==> src/rtl/uart_cmd_pkg.sv <==
// Shared definitions for the UART command decoder: command opcodes and frame-parse states.
package uart_cmd_pkg;

    localparam logic [7:0] CmdRfWr    = 8'hAA;
    localparam logic [7:0] CmdRfRd    = 8'hBB;
    localparam logic [7:0] CmdAluOp   = 8'hCC;
    localparam logic [7:0] CmdAluNoOp = 8'hDD;

    typedef enum logic [2:0] {
        StIdle,
        StWrAddr,
        StWrData,
        StRdAddr,
        StAluOpa,
        StAluOpb,
        StAluFun
    } state_e;

endpackage

==> src/rtl/frame_timer.sv <==
// Mid-frame idle counter; expired is asserted while the count equals TIMEOUT.
module frame_timer #(
    parameter int unsigned TIMEOUT = 1024
) (
    input  logic clk,
    input  logic RST,
    input  logic clr,
    input  logic run,
    output logic expired
);

    localparam int unsigned CntWidth = $clog2(TIMEOUT + 1);

    logic [CntWidth-1:0] r_cnt;

    // Saturate at TIMEOUT so the count never wraps while waiting for the clear.
    always_ff @(posedge clk) begin
        if (RST || clr) begin
            r_cnt <= '0;
        end else if (run && !expired) begin
            r_cnt <= r_cnt + CntWidth'(1);
        end
    end

    assign expired = (r_cnt == CntWidth'(TIMEOUT));

endmodule

==> src/rtl/rx_cmd_decoder.sv <==
// Decodes framed UART command bytes into register-file and ALU strobes.
module rx_cmd_decoder
    import uart_cmd_pkg::*;
#(
    parameter int unsigned DATA_WIDTH = 8,
    parameter int unsigned ADDR_WIDTH = 4,
    parameter int unsigned TIMEOUT    = 1024
) (
    input  logic                  clk,
    input  logic                  RST,
    input  logic [DATA_WIDTH-1:0] RX_P_DATA,
    input  logic                  RX_D_VLD,
    output logic [ADDR_WIDTH-1:0] RF_Address,
    output logic [DATA_WIDTH-1:0] RF_WrData,
    output logic                  RF_WrEn,
    output logic                  RF_RdEn,
    output logic [3:0]            ALU_FUN,
    output logic                  ALU_EN,
    output logic                  CMD_ERR,
    output logic                  FRM_ERR
);

    state_e                r_state;
    logic [ADDR_WIDTH-1:0] r_wr_addr;
    logic                  w_expired;
    logic                  w_clr;
    logic                  w_run;

    // Any accepted byte restarts the idle window, so a byte on the expiry cycle wins.
    assign w_clr = (r_state == StIdle) || RX_D_VLD;
    assign w_run = !w_clr;

    frame_timer #(
        .TIMEOUT (TIMEOUT)
    ) u_frame_timer (
        .clk     (clk),
        .RST     (RST),
        .clr     (w_clr),
        .run     (w_run),
        .expired (w_expired)
    );

    always_ff @(posedge clk) begin
        if (RST) begin
            r_state    <= StIdle;
            r_wr_addr  <= '0;
            RF_Address <= '0;
            RF_WrData  <= '0;
            RF_WrEn    <= 1'b0;
            RF_RdEn    <= 1'b0;
            ALU_FUN    <= '0;
            ALU_EN     <= 1'b0;
            CMD_ERR    <= 1'b0;
            FRM_ERR    <= 1'b0;
        end else begin
            RF_WrEn <= 1'b0;
            RF_RdEn <= 1'b0;
            ALU_EN  <= 1'b0;
            CMD_ERR <= 1'b0;
            FRM_ERR <= 1'b0;
            if (RX_D_VLD) begin
                unique case (r_state)
                    StIdle: begin
                        case (RX_P_DATA)
                            DATA_WIDTH'(CmdRfWr):    r_state <= StWrAddr;
                            DATA_WIDTH'(CmdRfRd):    r_state <= StRdAddr;
                            DATA_WIDTH'(CmdAluOp):   r_state <= StAluOpa;
                            DATA_WIDTH'(CmdAluNoOp): r_state <= StAluFun;
                            default:                 CMD_ERR <= 1'b1;
                        endcase
                    end
                    StWrAddr: begin
                        r_wr_addr <= RX_P_DATA[ADDR_WIDTH-1:0];
                        r_state   <= StWrData;
                    end
                    StWrData: begin
                        RF_Address <= r_wr_addr;
                        RF_WrData  <= RX_P_DATA;
                        RF_WrEn    <= 1'b1;
                        r_state    <= StIdle;
                    end
                    StRdAddr: begin
                        RF_Address <= RX_P_DATA[ADDR_WIDTH-1:0];
                        RF_RdEn    <= 1'b1;
                        r_state    <= StIdle;
                    end
                    StAluOpa: begin
                        RF_Address <= '0;
                        RF_WrData  <= RX_P_DATA;
                        RF_WrEn    <= 1'b1;
                        r_state    <= StAluOpb;
                    end
                    StAluOpb: begin
                        RF_Address <= ADDR_WIDTH'(1);
                        RF_WrData  <= RX_P_DATA;
                        RF_WrEn    <= 1'b1;
                        r_state    <= StAluFun;
                    end
                    StAluFun: begin
                        ALU_FUN <= RX_P_DATA[3:0];
                        ALU_EN  <= 1'b1;
                        r_state <= StIdle;
                    end
                    default: r_state <= StIdle;
                endcase
            end else if (w_expired && (r_state != StIdle)) begin
                r_state <= StIdle;
                FRM_ERR <= 1'b1;
            end
        end
    end

endmodule

==> config.mk <==
export PLATFORM = sky130hd
export DESIGN_NAME = rx_cmd_decoder
export DESIGN_NICKNAME = d
export VERILOG_FILES = /design/src/rtl/uart_cmd_pkg.sv /design/src/rtl/frame_timer.sv /design/src/rtl/rx_cmd_decoder.sv
export SDC_FILE = /design/constraint.sdc
export NUM_CORES = 1
export LEC_CHECK = 0
export CAP_MARGIN = 5
export CORE_MARGIN = 8
export CORE_UTILIZATION = 34
export DETAILED_ROUTE_END_ITERATION = 10
export HOLD_SLACK_MARGIN = 0.05
export PLACE_DENSITY = 0.52
export SLEW_MARGIN = 20
export SYNTH_ARGS = -nofsm -noshare
export SYNTH_HDL_FRONTEND = slang
export SYNTH_HIERARCHICAL = 1
export SYNTH_SLANG_ARGS = --single-unit
==> constraint.sdc <==
create_clock -name clk -period 2.2 [get_ports clk]
set_input_delay 0.44 -clock clk [delete_from_list [all_inputs] [get_ports clk]]
set_output_delay 0.44 -clock clk [all_outputs]
set_load 0.01 [all_outputs]
==> impl_table.tex <==
\begin{tabular}{lr}
\hline
Metric & Value \\
\hline
\multicolumn{2}{l}{\textbf{Timing}} \\
\quad Hold violation count in the final report & 0 \\
\quad Number of pins with negative max-slew slack in the final report & 0 \\
\quad Final setup margin & 0.327 ns \\
\quad Clock Skew & 0.00267 ns \\
\quad RSZ-0062 raised after global routing & no \\
\quad Max-Slew Margin vs Limit & 71.6\% \\
\quad Top achievable clock speed & 534 MHz \\
\quad Slew @ Worst Pin & 0.415 ns \\
\quad Tcrit/Tclk final & 85.1\% \\
\quad Setup Total Neg Slack & 0 ns \\
\quad Setup violators final & 0 \\
\quad Final worst path period need & 1.87 ns \\
\multicolumn{2}{l}{\textbf{Clocking}} \\
\quad Clock buffers created by TritonCTS & 5 \\
\quad Clock sinks & 39 \\
\quad Clock tree buffer depth & 2 \\
\quad Hold bufs inserted after CTS & 0 \\
\quad Clock latency at the later pin of the worst-skew pair & 0.28 ns \\
\quad CTS tree & yes \\
\quad Clock tree root buffer cell & clkbuf\_8 \\
\quad Post-CTS setup-driven buffer insertion count & 0 \\
\quad CTS clk-pin slew, worst paths & 0.08 ns \\
\quad Post-CTS sizing & 0 \\
\quad Depth of the CTS H-tree & 2 \\
\multicolumn{2}{l}{\textbf{Global route}} \\
\quad Met3 usage in global routing & 4.16\% \\
\quad Number of antenna violations at the first check in global routing & 0 \\
\quad First-pass GRT wire length & 7690 µm \\
\quad Number of global-route vias before repair & 1613 \\
\quad Met1 demand-to-capacity share in global routing & 12.3\% \\
\quad Maximum number of pins on one net before global-route repair & 18 \\
\quad Tot GR Track Use & 11.3\% \\
\quad Top Usage Layer GRT & met2 \\
\quad Met2 usage in global routing & 19.3\% \\
\quad GRT Residual Overflow & 0 \\
\multicolumn{2}{l}{\textbf{Worst setup path}} \\
\quad Critical path start-end classification & primary input to flip-flop \\
\quad Reg2Reg Capture Point & r\_state[2] \\
\quad Launch instance of the worst register-to-register path & u\_frame\_timer/r\_cnt[2] \\
\quad Depth of the most critical reg-to-reg path & 5 \\
\quad Critical path startpoint category & primary input \\
\quad Number of cells on the critical path & 5 \\
\quad Data required, critical path & 2.43 ns \\
\quad Worst path bufs/invs & 1 \\
\quad Largest stage delay, worst path & 0.49 ns \\
\quad CP top delay family & simple AND/OR/NAND/NOR gates \\
\quad Arrival time at the worst endpoint & 2.10 ns \\
\quad FF-to-FF setup slack & 0.35 ns \\
\quad Critical Path Slowest Stage Cell & or3b\_2 \\
\quad Max FO, Critical Path & 8 \\
\quad Cell-by-cell listing of the critical path & clkdlybuf4s50\_1 -> nand2b\_1 -> or3b\_2 -> or4\_1 -> nand3\_1 \\
\quad Critical Path Sink Type & flip-flop \\
\multicolumn{2}{l}{\textbf{Cells and area}} \\
\quad Number of nets at the end of the flow & 270 \\
\quad Final non-filler cell area & 2460 µm² \\
\quad Syn-to-layout area delta & 30.9\% \\
\quad Final standard cell utilization of the core & 45.2\% \\
\quad Count of inserted antenna diode cells & 0 \\
\quad Layout cell share with drive strength beyond 1 & 13.2\% \\
\multicolumn{2}{l}{\textbf{Logic synthesis}} \\
\quad Number of enable flip-flop cells after synthesis & 0 \\
\quad Ys Warns & 6 \\
\quad Synthesized netlist cell count & 212 \\
\quad Primary FF master, synth & dfxtp\_1 \\
\quad Net Count, Synth & 225 \\
\quad Post-synthesis instance area & 1880 µm² \\
\quad Sequential-to-total area share from yosys stat & 41.5\% \\
\quad Average size of a mapped cell & 8.87 µm² \\
\quad Flip-flop and latch count after synthesis & 39 \\
\quad Share of flip-flops with an asynchronous set or reset & 0\% \\
\quad Distinct cell type count of the synthesized netlist & 44 \\
\multicolumn{2}{l}{\textbf{Power and ir drop}} \\
\quad Combinational share of power & 5.9\% \\
\quad Sw frac & 21.8\% \\
\quad Total Power & 1320 µW \\
\quad Reported leakage power & 0.000912 µW \\
\quad Worst voltage drop across the vdd grid & 0.444 mV \\
\quad Sw power & 289 µW \\
\quad Internal power summed over all cells & 1030 µW \\
\quad Seq pwr share & 53.6\% \\
\quad Power density normalized to cell area & 537 nW/µm² \\
\quad Clock share of power & 40.4\% \\
\multicolumn{2}{l}{\textbf{Placed design}} \\
\quad GPL Wtd Cong & 0.761 \\
\quad Pre-CTS setup slack & 0.0265 ns \\
\quad Post-Place Cell Area & 2360 µm² \\
\quad Detailed-placement wirelength estimate & 3370 µm \\
\quad Count of buffers from port buffering & 31 \\
\multicolumn{2}{l}{\textbf{Worst hold path}} \\
\quad Path class of the lowest-slack min-delay path & flip-flop to flip-flop \\
\quad Worst Min Path Start & RF\_Address[0] \\
\quad Endpoint of the worst hold path & RF\_Address[0] \\
\quad Hold path depth & 2 \\
\multicolumn{2}{l}{\textbf{Floorplanning}} \\
\quad Effective utilization at floorplan & 34.6\% \\
\quad Core Rows & 27 \\
\quad Die H & 90.4 µm \\
\quad Total die area & 8170 µm² \\
\quad Core Footprint & 5440 µm² \\
\quad Die width & 90.4 µm \\
\quad I/O pin total & 32 \\
\multicolumn{2}{l}{\textbf{Detailed routing}} \\
\quad Post-DR vias/cell & 4.99 \\
\quad Routed length per instance & 13.9 µm \\
\quad Detailed-router iteration count before antenna repair & 4 \\
\quad Vias post-DR & 1647 \\
\quad DRC violation count after routing & 0 \\
\quad Drt initial violations & 82 \\
\quad Post-detailed-routing wire length & 4580 µm \\
\quad Remaining antenna violation count & 0 \\
\multicolumn{2}{l}{\textbf{Status}} \\
\quad Status & finished clean \\
\multicolumn{2}{l}{\textbf{Run}} \\
\quad Max capacitance violation total & 0 \\
\hline
\end{tabular}
placed cells by master (no fill, tap or decap), types with 4 or more instances in the layout:
cell	synthesis	layout
nand2b_1	8	8
nor2_1	28	28
dfxtp_1	39	39
or3_1	5	5
a21oi_1	15	15
nand3_1	10	10
a211oi_1	5	5
o21a_1	4	4
o21ai_0	6	6
inv_1	6	6
clkdlybuf4s50_1	0	31
buf_4	1	18
or4_1	4	4
nand4_1	4	4
clkbuf_8	0	7
mux2i_1	16	16
nor4b_1	4	4
nand2_1	7	7
flip-flops by register name (all words and copies together), names as in the netlist:
| signal | flops |
|---|---|
| FRM_ERR | 1 |
| RF_WrData | 8 |
| r_wr_addr | 4 |
| RF_Address | 4 |
| RF_RdEn | 1 |
| r_state | 3 |
| u_frame_timer/r_cnt | 11 |
| RF_WrEn | 1 |
| CMD_ERR | 1 |
| ALU_FUN | 4 |
| ALU_EN | 1 |
cells by family (layout without fill, tap and decap cells):
family / count (synthesis) / after routing / share of synthesized area (%)
AOI/OAI and AO/OA: 44 / 44 / 15.4
DFF: 39 / 39 / 41.5
adders and majority gates: 2 / 2 / 1.33
and+or+nand+nor: 91 / 91 / 27.7
muxes: 16 / 16 / 8.52
xor gates and xnor gates: 3 / 3 / 1.40
buffers and inverters: 17 / 63 / 4.13
worst reg2reg max path, delay by kind of cell, from the launching register on:
| family | cells | cell delay, ns |
|---|---|---|
| flops | 1 | 0.37 |
| compound gates | 3 | 0.55 |
| simple gates | 2 | 0.87 |
per-layer routing:
metal	vias up	part of all wire, %
met5	-	0
met2	23	48
li1	860	-
met1	757	46
met4	0	1.7
met3	7	5.0
power by group through the flow:
stage / logic, µW / registers (µW) / clock network (µW)
final: 78.5 / 708 / 534
after global placement: 79.6 / 725 / 0
after CTS: 79.7 / 708 / 552
after global routing: 85.4 / 708 / 582
after floorplan: 31.0 / 726 / 0
after detailed placement: 79.3 / 725 / 0
synth_stat cells, types with 2 or more instances:
| cell type | number | area, µm² |
|---|---|---|
| buf_2 | 2 | 10.0 |
| or3_1 | 5 | 31.3 |
| a21oi_1 | 15 | 75.1 |
| inv_1 | 6 | 22.5 |
| o31ai_1 | 3 | 22.5 |
| nand2_1 | 7 | 26.3 |
| nand4bb_1 | 2 | 22.5 |
| clkbuf_1 | 7 | 26.3 |
| a211oi_1 | 5 | 37.5 |
| o21a_1 | 4 | 30.0 |
| ha_1 | 2 | 25.0 |
| dfxtp_1 | 39 | 781 |
| nand4_1 | 4 | 25.0 |
| o21bai_1 | 2 | 15.0 |
| nor2b_1 | 2 | 12.5 |
| or2_2 | 2 | 12.5 |
| o21ai_0 | 6 | 30.0 |
| or4b_1 | 2 | 20.0 |
| or3b_2 | 2 | 17.5 |
| xor2_1 | 3 | 26.3 |
| nand2b_1 | 8 | 50.1 |
| nor2_1 | 28 | 105 |
| or4_1 | 4 | 30.0 |
| a2111oi_0 | 2 | 17.5 |
| mux2i_1 | 16 | 160 |
| nand3_1 | 10 | 50.1 |
| nor4b_1 | 4 | 35.0 |
| nor3b_1 | 2 | 15.0 |
| nor3_1 | 3 | 15.0 |
worst max-delay path by stage:
stage               slack [ns]                endpoint                    from
floorplan                 0.26  u_frame_timer/r_cnt[9]                RX_D_VLD
global placement          0.07  u_frame_timer/r_cnt[0]                RX_D_VLD
detailed placement        0.03  u_frame_timer/r_cnt[1]                RX_D_VLD
CTS                       0.33  u_frame_timer/r_cnt[1]                RX_D_VLD
global route              0.22              r_state[0]  u_frame_timer/r_cnt[2]
finish                    0.33  u_frame_timer/r_cnt[1]                RX_D_VLD
area by class of cell:
type	instances	area (µm²)
Fill cell	549	2980
Multi-Input combinational cell	156	1020
Sequential cell	39	781
Timing Repair Buffer	49	445
Clock buffer	8	100
Tap cell	72	90.1
Inverter	6	22.5
metrics by stage:
step,std cells,hold slack [ns]
6_report,330,0.495
5_1_grt,330,0.523
4_1_cts,330,0.492
3_5_place_dp,322,0.479
3_3_place_gp,322,0.475
2_1_floorplan,212,0.460
Note: power is estimated with default switching activity, not from simulation.
